`src/rtl/dmem_arbiter_if.sv`:
```
// dmem_arbiter_if: signal bundle between the two masters, the arbiter and the data memory.
// Modports: slave = arbiter side; master = requesters and memory side.
interface dmem_arbiter_if #(
    parameter int ADDR_W = 32
);
    logic              m0_req,    m1_req;
    logic              m0_we,     m1_we;
    logic [ADDR_W-1:0] m0_addr,   m1_addr;
    logic [31:0]       m0_wdata,  m1_wdata;
    logic [2:0]        m0_size,   m1_size;
    logic              m0_lock,   m1_lock;
    logic              m0_gnt,    m1_gnt;
    logic              m0_rvalid, m1_rvalid;
    logic [31:0]       m0_rdata,  m1_rdata;

    logic [ADDR_W-1:0] mem_access_addr;
    logic [31:0]       mem_write_data;
    logic              mem_write;
    logic              mem_read;
    logic              mem_byte;
    logic              half_word;
    logic              full_word;
    logic              byteU;
    logic              half_wordU;
    logic [31:0]       mem_read_data;

    modport slave (
        input  m0_req, m1_req, m0_we, m1_we,
        input  m0_addr, m1_addr, m0_wdata, m1_wdata,
        input  m0_size, m1_size, m0_lock, m1_lock,
        output m0_gnt, m1_gnt, m0_rvalid, m1_rvalid,
        output m0_rdata, m1_rdata,
        output mem_access_addr, mem_write_data,
        output mem_write, mem_read,
        output mem_byte, half_word, full_word, byteU, half_wordU,
        input  mem_read_data
    );

    modport master (
        output m0_req, m1_req, m0_we, m1_we,
        output m0_addr, m1_addr, m0_wdata, m1_wdata,
        output m0_size, m1_size, m0_lock, m1_lock,
        input  m0_gnt, m1_gnt, m0_rvalid, m1_rvalid,
        input  m0_rdata, m1_rdata,
        input  mem_access_addr, mem_write_data,
        input  mem_write, mem_read,
        input  mem_byte, half_word, full_word, byteU, half_wordU,
        output mem_read_data
    );
endinterface

```
`src/rtl/dmem_arbiter.sv`:
```
// dmem_arbiter: round-robin arbiter with bounded lock sharing one data memory port between
// two masters. Ports: clk, rst_n (async active-low), bus (dmem_arbiter_if.slave).
module dmem_arbiter #(
    parameter int LOCK_MAX = 8,
    parameter int ADDR_W   = 32
) (
    input  logic          clk,
    input  logic          rst_n,
    dmem_arbiter_if.slave bus
);
    // Counter holds grants already made in the current lock run (1..LOCK_MAX-1).
    localparam int CNT_W = (LOCK_MAX < 2) ? 1 : $clog2(LOCK_MAX);
    localparam logic [CNT_W-1:0] CNT_LAST = CNT_W'(LOCK_MAX - 1);
    localparam bit LOCK_EN = (LOCK_MAX > 1);

    typedef enum logic [1:0] {
        IDLE,
        LOCK0,
        LOCK1
    } state_e;

    state_e            state_q, state_d;
    logic              last_q, last_d;
    logic [CNT_W-1:0]  cnt_q, cnt_d;
    logic              rd_pend_q, rd_pend_d;
    logic              rd_owner_q, rd_owner_d;

    logic              gnt0, gnt1, arb_free, any;
    logic              we;
    logic [2:0]        size;
    logic [ADDR_W-1:0] addr;
    logic [31:0]       wdata;
    logic [4:0]        strb;

    always_comb begin
        state_d  = state_q;
        last_d   = last_q;
        cnt_d    = cnt_q;
        gnt0     = 1'b0;
        gnt1     = 1'b0;
        arb_free = 1'b0;
        unique case (state_q)
            LOCK0: begin
                if (bus.m0_req) begin
                    gnt0 = 1'b1;
                    if (bus.m0_lock && cnt_q < CNT_LAST) begin
                        cnt_d = cnt_q + 1'b1;
                    end else begin
                        state_d = IDLE;
                        cnt_d   = '0;
                        last_d  = 1'b0;
                    end
                end else begin
                    arb_free = 1'b1;
                end
            end
            LOCK1: begin
                if (bus.m1_req) begin
                    gnt1 = 1'b1;
                    if (bus.m1_lock && cnt_q < CNT_LAST) begin
                        cnt_d = cnt_q + 1'b1;
                    end else begin
                        state_d = IDLE;
                        cnt_d   = '0;
                        last_d  = 1'b1;
                    end
                end else begin
                    arb_free = 1'b1;
                end
            end
            default: arb_free = 1'b1;
        endcase
        // Lock owner gone quiet: fall back to open arbitration in the same cycle.
        if (arb_free) begin
            state_d = IDLE;
            cnt_d   = '0;
            if (bus.m0_req && (!bus.m1_req || last_q)) begin
                gnt0 = 1'b1;
            end else if (bus.m1_req) begin
                gnt1 = 1'b1;
            end
            if (gnt0) begin
                last_d = 1'b0;
                if (bus.m0_lock && LOCK_EN) begin
                    state_d = LOCK0;
                    cnt_d   = CNT_W'(1);
                end
            end
            if (gnt1) begin
                last_d = 1'b1;
                if (bus.m1_lock && LOCK_EN) begin
                    state_d = LOCK1;
                    cnt_d   = CNT_W'(1);
                end
            end
        end
        if (!rst_n) begin
            gnt0 = 1'b0;
            gnt1 = 1'b0;
        end
    end

    assign any   = gnt0 | gnt1;
    assign we    = gnt1 ? bus.m1_we    : bus.m0_we;
    assign size  = gnt1 ? bus.m1_size  : bus.m0_size;
    assign addr  = gnt1 ? bus.m1_addr  : bus.m0_addr;
    assign wdata = gnt1 ? bus.m1_wdata : bus.m0_wdata;

    // strb = {byte, half, word, byteU, halfU}
    always_comb begin
        strb = '0;
        if (any) begin
            unique case (size)
                3'b000:  strb = 5'b10000;
                3'b001:  strb = 5'b01000;
                3'b100:  strb = 5'b00010;
                3'b101:  strb = 5'b00001;
                default: strb = 5'b00100;
            endcase
        end
    end

    assign bus.m0_gnt          = gnt0;
    assign bus.m1_gnt          = gnt1;
    assign bus.mem_access_addr = any ? addr : '0;
    assign bus.mem_write_data  = any ? wdata : '0;
    assign bus.mem_write       = any & we;
    assign bus.mem_read        = any & ~we;
    assign bus.mem_byte        = strb[4];
    assign bus.half_word       = strb[3];
    assign bus.full_word       = strb[2];
    assign bus.byteU           = strb[1];
    assign bus.half_wordU      = strb[0];

    assign rd_pend_d  = any & ~we;
    assign rd_owner_d = gnt1;

    always_ff @(posedge clk or negedge rst_n) begin
        if (!rst_n) begin
            state_q    <= IDLE;
            last_q     <= 1'b1;
            cnt_q      <= '0;
            rd_pend_q  <= 1'b0;
            rd_owner_q <= 1'b0;
        end else begin
            state_q    <= state_d;
            last_q     <= last_d;
            cnt_q      <= cnt_d;
            rd_pend_q  <= rd_pend_d;
            rd_owner_q <= rd_owner_d;
        end
    end

    assign bus.m0_rvalid = rd_pend_q & ~rd_owner_q;
    assign bus.m1_rvalid = rd_pend_q & rd_owner_q;
    assign bus.m0_rdata  = bus.m0_rvalid ? bus.mem_read_data : '0;
    assign bus.m1_rdata  = bus.m1_rvalid ? bus.mem_read_data : '0;
endmodule

```
`src/flat_wrapper.sv`:
```
// flat-port wrapper written by rule: the top's interface ports become plain ports
module dmem_arbiter_flat 
#(
    parameter int LOCK_MAX = 8,
    parameter int ADDR_W   = 32
)
  (clk, rst_n, bus_m0_req, bus_m1_req, bus_m0_we, bus_m1_we, bus_m0_addr, bus_m1_addr, bus_m0_wdata, bus_m1_wdata, bus_m0_size, bus_m1_size, bus_m0_lock, bus_m1_lock, bus_m0_gnt, bus_m1_gnt, bus_m0_rvalid, bus_m1_rvalid, bus_m0_rdata, bus_m1_rdata, bus_mem_access_addr, bus_mem_write_data, bus_mem_write, bus_mem_read, bus_mem_byte, bus_half_word, bus_full_word, bus_byteU, bus_half_wordU, bus_mem_read_data);
  dmem_arbiter_if #(.ADDR_W(ADDR_W)) bus_i ();
  input  logic clk;
  input  logic rst_n;
  input wire logic [$bits(bus_i.m0_req)-1:0] bus_m0_req;
  input wire logic [$bits(bus_i.m1_req)-1:0] bus_m1_req;
  input wire logic [$bits(bus_i.m0_we)-1:0] bus_m0_we;
  input wire logic [$bits(bus_i.m1_we)-1:0] bus_m1_we;
  input wire logic [$bits(bus_i.m0_addr)-1:0] bus_m0_addr;
  input wire logic [$bits(bus_i.m1_addr)-1:0] bus_m1_addr;
  input wire logic [$bits(bus_i.m0_wdata)-1:0] bus_m0_wdata;
  input wire logic [$bits(bus_i.m1_wdata)-1:0] bus_m1_wdata;
  input wire logic [$bits(bus_i.m0_size)-1:0] bus_m0_size;
  input wire logic [$bits(bus_i.m1_size)-1:0] bus_m1_size;
  input wire logic [$bits(bus_i.m0_lock)-1:0] bus_m0_lock;
  input wire logic [$bits(bus_i.m1_lock)-1:0] bus_m1_lock;
  output wire logic [$bits(bus_i.m0_gnt)-1:0] bus_m0_gnt;
  output wire logic [$bits(bus_i.m1_gnt)-1:0] bus_m1_gnt;
  output wire logic [$bits(bus_i.m0_rvalid)-1:0] bus_m0_rvalid;
  output wire logic [$bits(bus_i.m1_rvalid)-1:0] bus_m1_rvalid;
  output wire logic [$bits(bus_i.m0_rdata)-1:0] bus_m0_rdata;
  output wire logic [$bits(bus_i.m1_rdata)-1:0] bus_m1_rdata;
  output wire logic [$bits(bus_i.mem_access_addr)-1:0] bus_mem_access_addr;
  output wire logic [$bits(bus_i.mem_write_data)-1:0] bus_mem_write_data;
  output wire logic [$bits(bus_i.mem_write)-1:0] bus_mem_write;
  output wire logic [$bits(bus_i.mem_read)-1:0] bus_mem_read;
  output wire logic [$bits(bus_i.mem_byte)-1:0] bus_mem_byte;
  output wire logic [$bits(bus_i.half_word)-1:0] bus_half_word;
  output wire logic [$bits(bus_i.full_word)-1:0] bus_full_word;
  output wire logic [$bits(bus_i.byteU)-1:0] bus_byteU;
  output wire logic [$bits(bus_i.half_wordU)-1:0] bus_half_wordU;
  input wire logic [$bits(bus_i.mem_read_data)-1:0] bus_mem_read_data;
  assign bus_i.m0_req = bus_m0_req;
  assign bus_i.m1_req = bus_m1_req;
  assign bus_i.m0_we = bus_m0_we;
  assign bus_i.m1_we = bus_m1_we;
  assign bus_i.m0_addr = bus_m0_addr;
  assign bus_i.m1_addr = bus_m1_addr;
  assign bus_i.m0_wdata = bus_m0_wdata;
  assign bus_i.m1_wdata = bus_m1_wdata;
  assign bus_i.m0_size = bus_m0_size;
  assign bus_i.m1_size = bus_m1_size;
  assign bus_i.m0_lock = bus_m0_lock;
  assign bus_i.m1_lock = bus_m1_lock;
  assign bus_m0_gnt = bus_i.m0_gnt;
  assign bus_m1_gnt = bus_i.m1_gnt;
  assign bus_m0_rvalid = bus_i.m0_rvalid;
  assign bus_m1_rvalid = bus_i.m1_rvalid;
  assign bus_m0_rdata = bus_i.m0_rdata;
  assign bus_m1_rdata = bus_i.m1_rdata;
  assign bus_mem_access_addr = bus_i.mem_access_addr;
  assign bus_mem_write_data = bus_i.mem_write_data;
  assign bus_mem_write = bus_i.mem_write;
  assign bus_mem_read = bus_i.mem_read;
  assign bus_mem_byte = bus_i.mem_byte;
  assign bus_half_word = bus_i.half_word;
  assign bus_full_word = bus_i.full_word;
  assign bus_byteU = bus_i.byteU;
  assign bus_half_wordU = bus_i.half_wordU;
  assign bus_i.mem_read_data = bus_mem_read_data;
  dmem_arbiter #(.LOCK_MAX(LOCK_MAX), .ADDR_W(ADDR_W)) u_core (.clk(clk), .rst_n(rst_n), .bus(bus_i));
endmodule
```
`config.mk`:
```
export PLATFORM = sky130hd
export DESIGN_NAME = dmem_arbiter_flat
export DESIGN_NICKNAME = d
export VERILOG_FILES = /design/src/rtl/dmem_arbiter_if.sv /design/src/rtl/dmem_arbiter.sv /design/src/flat_wrapper.sv
export SDC_FILE = /design/constraint.sdc
export NUM_CORES = 1
export LEC_CHECK = 0
export ABC_AREA = 1
export BUFFER_PORTS_ARGS = -buffer_cell sky130_fd_sc_hd__buf_2
export CORE_AREA = 5 5 119 121
export CTS_CLUSTER_SIZE = 28
export DETAILED_ROUTE_END_ITERATION = 7
export DIE_AREA = 0 0 124 126
export PLACE_DENSITY_LB_ADDON = 0.25
export SLEW_MARGIN = 15
export SYNTH_ARGS = -nofsm -noshare
export SYNTH_HDL_FRONTEND = slang
export SYNTH_SLANG_ARGS = --single-unit
```
`constraint.sdc`:
```
create_clock -name clk -period 5.2 [get_ports clk]
set_clock_uncertainty 0.2 [all_clocks]
set_input_delay 0 -clock clk [delete_from_list [all_inputs] [get_ports clk]]
set_output_delay 0 -clock clk [all_outputs]
set_load 0.02 [all_outputs]
```
==> impl_metrics.yaml, run 1 <==
run_status:
  status: "finished clean"
global_routing:
  overflow: 0
  antenna_found_initial: 1
  grt_max_degree: 71
  gr-usage-all-layers_pct: 12.07
  grt_pass1_wl_um: 15470
  grt_pass1_vias: 3273
worst_setup_path:
  crit_type: "register to output pin"
  worstPathArrival_ns: 3.40
  cp.required_ns: 5.00
  max_stage_delay_ns: 0.70
  crit_chain: "inv_1, ha_1, nor2_1, a21boi_4, nand2_4, clkinv_2, nand2_1, nand2_1, dlygate4sd3_1, nor2_1, buf_2"
  crit_path_end_kind: "output pin"
  cp_slowest_cell: "clkinv_2"
  crit_fanout: 67
  critPathLaunchType: "register"
timing:
  setup_slack_ns: 1.603
  period_needed_ns: 3.597
  slew_violations: 0
  finalSetupTns_ns: 0
  timing_hold_violations_final: 0
  grt_setup_unrepaired: "no"
  max_freq_mhz: 278.0
  report.final.setup_viol: 0
  holdWs_ns: 0.004663
  maxSlewHeadroom_pct: 28.94
  tightestPinTransition_ns: 1.063
  finalCritPeriodShare_pct: 69.18
die:
  io_pins: 313
  initial_utilization_pct: 15.41
  rows: 42
  core-area_um2: 12980
  die_x_um: 124
  die_height_um: 126
  dieArea_um2: 15620
final_layout:
  fin_area_um2: 3797
  layout_common_cells: "312 x buf_2, 168 x nand2_1, 76 x nor2_1"
  areaGrowthSynthToFinish_pct: 89.81
  drive_above_1_share_pct: 45.34
  layout_commonest_cell: "buf_2"
  diodes: 0
  fin_util_pct: 29.26
  fin_nets: 898
synth:
  synthesis.area_um2: 2001
  syn_nets: 599
  synthDistinctLibCells: 24
  avgSynthCellArea_um2: 4.752
  synth-seq-cells: 8
  ys_warn_count: 0
  syn_inst: 421
  yosys_most_used_dff: "dfrtp_1"
  synth_edf_count: 0
  seq_area_frac_synth_pct: 10.07
  synth-async-reset-ratio_pct: 100.0
run:
  drv_cap: 0
place:
  post-dp-hpwl_um: 9061
  pre_cts_ws_ns: 2.397
  place_area_um2: 3647
  numPortBuffers: 312
  gp_congestion: 0.7475
clock_tree:
  cts_root_buf: "clkbuf_16"
  h-tree-depth: 1
  cts_num_sinks: 8
  cts.path.max_buffers: 2
  insertion_delay_ns: 0.24
  cts_tree: "done"
  post_cts_buffers: 0
  path_clk_slew_ns: 0.04
  cts_made_buffers: 3
power_and_ir_drop:
  power_density_nw_per_um2: 233.3
  vdd_drop_max_uv: 121.0
  p_leak_nw: 2.586
routing:
  wl_per_cell_um: 12.26
  drtIter0Drc: 95
  drc: 0
  vias_per_cell: 3.998
  vias: 3578
  ant_nets: 0
  dr.pass1.iters: 4
  drt-total-wl_um: 10970
hold_path:
  hold_class: "primary input to register"
-- path summary, 6_finish.rpt --
check | startpoint | to | slack, ns | depth (start not counted)
max | u_core.state_q[0]$_DFFE_PN0P_ | bus_mem_read | 1.60 | 11
min | bus_m1_req | u_core.last_q$_DFF_PN1_ | 0.005 | 5
min in group asynchronous | rst_n | u_core.last_q$_DFF_PN1_ | 0.08 | 2
min reg2reg | u_core.cnt_q[2]$_DFFE_PN0P_ | u_core.cnt_q[2]$_DFFE_PN0P_ | 0.35 | 2
max in group asynchronous | rst_n | u_core.rd_pend_q$_DFF_PN0_ | 3.93 | 3
max reg2reg | u_core.state_q[0]$_DFFE_PN0P_ | u_core.rd_pend_q$_DFF_PN0_ | 1.95 | 10
-- Yosys cell counts, types with 3 or more instances --
master	instances	area share (%)
a21oi_1	4	1.0
buf_2	8	2.0
buf_4	3	1.1
buf_6	4	2.3
clkbuf_1	10	1.9
dfrtp_1	7	8.8
ha_1	4	2.5
inv_1	48	9.0
inv_2	3	0.56
nand2_1	168	32
nand3_1	6	1.5
nand3b_1	3	1.1
nor2_1	76	14
o21ai_0	45	11
o21ai_1	22	5.5
-- timing repair --
item                                    in CTS  in global routing
endpoints found under the setup margin       0                  0
gates resized for setup                      0                  0
hold endpoints to repair                    13                  0
hold buffers                                 7                  0
-- routing by layer --
metal  vias to the layer above  GRT usage [%]  wire (um)
met5                         -              0          7
met4                         2          1.675         96
met3                        10          2.915       1347
met2                       214          24.05       5468
met1                      1478          12.75       4053
li1                       1874              -          -
-- stage by stage --
step	power, mW	cells
2_1_floorplan	0.5156	421
3_5_place_dp	0.7496	884
6_report	0.8860	895
5_1_grt	0.9638	895
3_3_place_gp	0.7547	884
4_1_cts	0.8986	895
-- cells by family (layout without fill, tap and decap cells) --
| group | Yosys count | count (layout) | share of synthesized area [%] |
|---|---|---|---|
| and+or+nand+nor | 256 | 256 | 49.53 |
| AOI/OAI and AO/OA | 74 | 74 | 20.14 |
| buffers and inverters | 78 | 376 | 17.32 |
| adders and majority gates | 4 | 4 | 2.502 |
| DFF | 8 | 8 | 10.07 |
| xor gates and xnor gates | 1 | 1 | 0.4379 |
-- power by group --
group	total, mW	switching (mW)	internal [mW]
Combinational	0.660	0.438	0.222
Sequential	0.0905	0.0115	0.0790
Clock	0.135	0.0330	0.102
Total	0.886	0.483	0.403
-- worst max-delay path: cells and delay by family, from the launching register on --
family | cells | cell delay [ns]
compound gates | 1 | 0.12
fa+ha+maj | 1 | 0.32
flops | 1 | 0.36
simple gates | 5 | 0.82
buf+inv | 4 | 1.52
-- state kept, by name (all words and copies together) (netlist names) --
name	flops
u_core.rd_pend_q	1
u_core.last_q	1
u_core.cnt_q	3
u_core.state_q	2
u_core.rd_owner_q	1
-- final cells by class --
| type | count | area (um^2) |
|---|---|---|
| fill | 1539 | 9183 |
| inverter | 51 | 192.7 |
| clock buffer | 4 | 78.83 |
| tap | 176 | 220.2 |
| sequential | 8 | 201.4 |
| multi-input combinational | 335 | 1458 |
| timing repair buffer | 321 | 1647 |
Note: power is estimated with default switching activity, not from simulation.
==> run 2: changes to the inputs <==
- ABC_AREA: 1 -> 0
- CORE_AREA: 5 5 119 121 -> 5 5 120 122
- DIE_AREA: 0 0 124 126 -> 0 0 125 127
- clock period: 5.2 -> 3 ns (I/O delays scaled with it)
==> run 2 against run 1 <==
Compared with the run above:
- critical path depth down 4
- synthesized cell count down 8.8%
- total power up 80%
- sequential power up 88%
- highest routed layer unchanged
- sequential share of layout area down 0.99 points
- largest power group unchanged
- global-route usage up 2.8 points
- die area up 1.6%
- clock-buffer cell count unchanged
==> impl_metrics.yaml, run 2 <==
run_status:
  status: "finished clean"
clock_tree:
  cts_tree: "done"
  post_cts_buffers: 0
  path_clk_slew_ns: 0.04
  insertion_delay_ns: 0.23
  cts.path.max_buffers: 2
  cts_num_sinks: 8
  cts_root_buf: "clkbuf_16"
  cts_made_buffers: 3
  h-tree-depth: 1
global_routing:
  overflow: 0
  antenna_found_initial: 2
  grt_pass1_vias: 4057
  grt_pass1_wl_um: 20070
  gr-usage-all-layers_pct: 14.89
  grt_max_degree: 52
synth:
  syn_inst: 384
  avgSynthCellArea_um2: 7.504
  seq_area_frac_synth_pct: 6.991
  synth_area_leader_cell: "mux2i_1"
  synth-seq-cells: 8
  synth_common_cells: "73 x inv_1, 73 x mux2i_1, 71 x o2111ai_1, 36 x and2_1, 33 x and3_1"
  ys_warn_count: 0
  yosys_most_used_dff: "dfrtp_1"
  syn_nets: 562
  synthesis.area_um2: 2882
  netlist_top_cells_area: "mux2i_1 25%, o2111ai_1 22%, inv_1 9.5%"
  synthDistinctLibCells: 39
  synth_edf_count: 0
  synth_top_cell_area_share_pct: 25.36
  synth-async-reset-ratio_pct: 100.0
die:
  io_pins: 313
  die_height_um: 127
  rows: 42
  core-area_um2: 13090
  dieArea_um2: 15880
  initial_utilization_pct: 22.02
  die_x_um: 125
place:
  place_area_um2: 4528
  post-dp-hpwl_um: 10710
  numPortBuffers: 312
  gp_congestion: 0.8726
  post-place-cells: 835
final_layout:
  layout.cells.non_filler: 845
  areaGrowthSynthToFinish_pct: 62.09
  largest_register: "u_core.cnt_q"
  drive_above_1_share_pct: 50.07
  largest_reg_flops: 3
  reg_top3: "u_core.cnt_q (3), u_core.state_q (2)"
  seqCellArea_um2: 201.4
  multi_input_area_um2: 2131
  n_fill_cell: 1385
  diodes: 0
  layout_commonest_cell: "buf_2"
  fin_nets: 848
  layout_common_cells: "312 x buf_2, 73 x inv_1, 73 x mux2i_1"
  fin_area_um2: 4671
hold_path:
  hold_class: "primary input to async pin"
power_and_ir_drop:
  vdd_drop_max_uv: 159.3
  power_density_nw_per_um2: 340.8
  p_leak_nw: 3.187
routing:
  drtIter0Drc: 152
  drc: 0
  vias_per_cell: 4.742
  wl_per_cell_um: 15.56
  dr.pass1.iters: 4
  vias: 4007
  ant_nets: 0
  drt-total-wl_um: 13150
worst_setup_path:
  crit_type: "register to register"
  max_stage_delay_ns: 0.56
  cp.required_ns: 2.92
  critPathTopFamily: "buffers and inverters"
  crit_path_end_kind: "register"
  cp_slowest_cell: "dlygate4sd3_1"
  cp_num_buf_inv: 3
  critPathLaunchType: "register"
  crit_chain: "inv_1, ha_1, or2_2, buf_12, o2111ai_1, mux2i_1, dlygate4sd3_1"
  crit_fanout: 47
  worstPathArrival_ns: 2.75
  rrSetupSlack_ns: 0.16
run:
  drv_cap: 0
timing:
  tightestPinTransition_ns: 0.7810
  finalSetupTns_ns: 0
  period_needed_ns: 2.839
  report.final.setup_viol: 0
  grt_setup_unrepaired: "no"
  finalCritPeriodShare_pct: 94.64
  max_freq_mhz: 352.2
  maxSlewHeadroom_pct: 47.93
  slew_violations: 0
  timing_hold_violations_final: 0
  holdWs_ns: 0.005820
-- run 2: changes by cell type in the layout (fill, tap and decap cells not counted), sizes merged, moves of 4 or more --
cell / change
a21oi: -4
nor2: -75
and2: +36
o2111ai: +72
buf: +10
and3: +33
mux2i: +73
o21ai: -67
inv: +23
nand2: -167
-- run 2: final timing paths --
kind / startpoint / endpoint / cells after the start
max: u_core.state_q[0]$_DFFE_PN0P_ / u_core.rd_pend_q$_DFF_PN0_ / 7
min: rst_n / u_core.rd_pend_q$_DFF_PN0_ / 2
max reg2reg: u_core.state_q[0]$_DFFE_PN0P_ / u_core.rd_pend_q$_DFF_PN0_ / 7
min reg2reg: u_core.state_q[1]$_DFFE_PN0P_ / u_core.state_q[1]$_DFFE_PN0P_ / 2
max in group asynchronous: rst_n / u_core.last_q$_DFF_PN1_ / 2
min in group clk: bus_m1_lock / u_core.cnt_q[0]$_DFFE_PN0P_ / 4
-- run 2: power by group --
group	switching (mW)	internal (mW)	total, mW
logic	0.732	0.453	1.19
registers	0.0398	0.131	0.170
clock network	0.0587	0.178	0.236
-- run 2: per-stage QoR --
stage / util (%) / setup WS (ns) / power, mW
detailed placement: 34.61 / 0.5258 / 1.351
global route: 35.70 / 0.04219 / 1.707
floorplan: - / 0.8140 / 0.9586
global placement: 34.61 / 0.5648 / 1.338
finish: 35.70 / 0.1609 / 1.592
CTS: 35.67 / 0.1108 / 1.609
-- run 2: cell type report --
cell class,count,share of cell area (%)
inverters,73,5.867
well taps,176,4.715
clock buffers,4,1.688
flip-flops and latches,8,4.313
multi-input cells,254,45.62
repair buffers,330,37.80
-- run 2: worst reg2reg max path: stages, from the launching register on --
cell	delay, ns
dfrtp_1	0.39
inv_1	0.06
ha_1	0.37
or2_2	0.52
buf_12	0.28
o2111ai_1	0.23
mux2i_1	0.12
dlygate4sd3_1	0.56
-- run 2: logic make-up after synthesis --
family	synth area share, %
buffers and inverters	19.54
AND/OR/NAND/NOR	21.02
AO/OA/AOI/OAI	24.66
multiplexers	25.75
flip-flops	6.991
adder cells (fa/ha/maj)	1.737
XOR/XNOR	0.3040
-- run 2: what timing repair did --
action                                 4_1_cts  5_1_grt
resized for setup                            0        1
hold buffers                                 6        0
endpoints found under the hold margin       11        0
setup endpoints to repair                    0        1
-- run 2: metal layers --
metal / part of all wire, % / up-vias / GRT usage (%)
li1: - / 1985 / -
met1: 37 / 1808 / 16.03
met5: 0.099 / - / 0
met3: 8.4 / 14 / 4.132
met4: 1.2 / 2 / 2.487
met2: 53 / 198 / 29.29
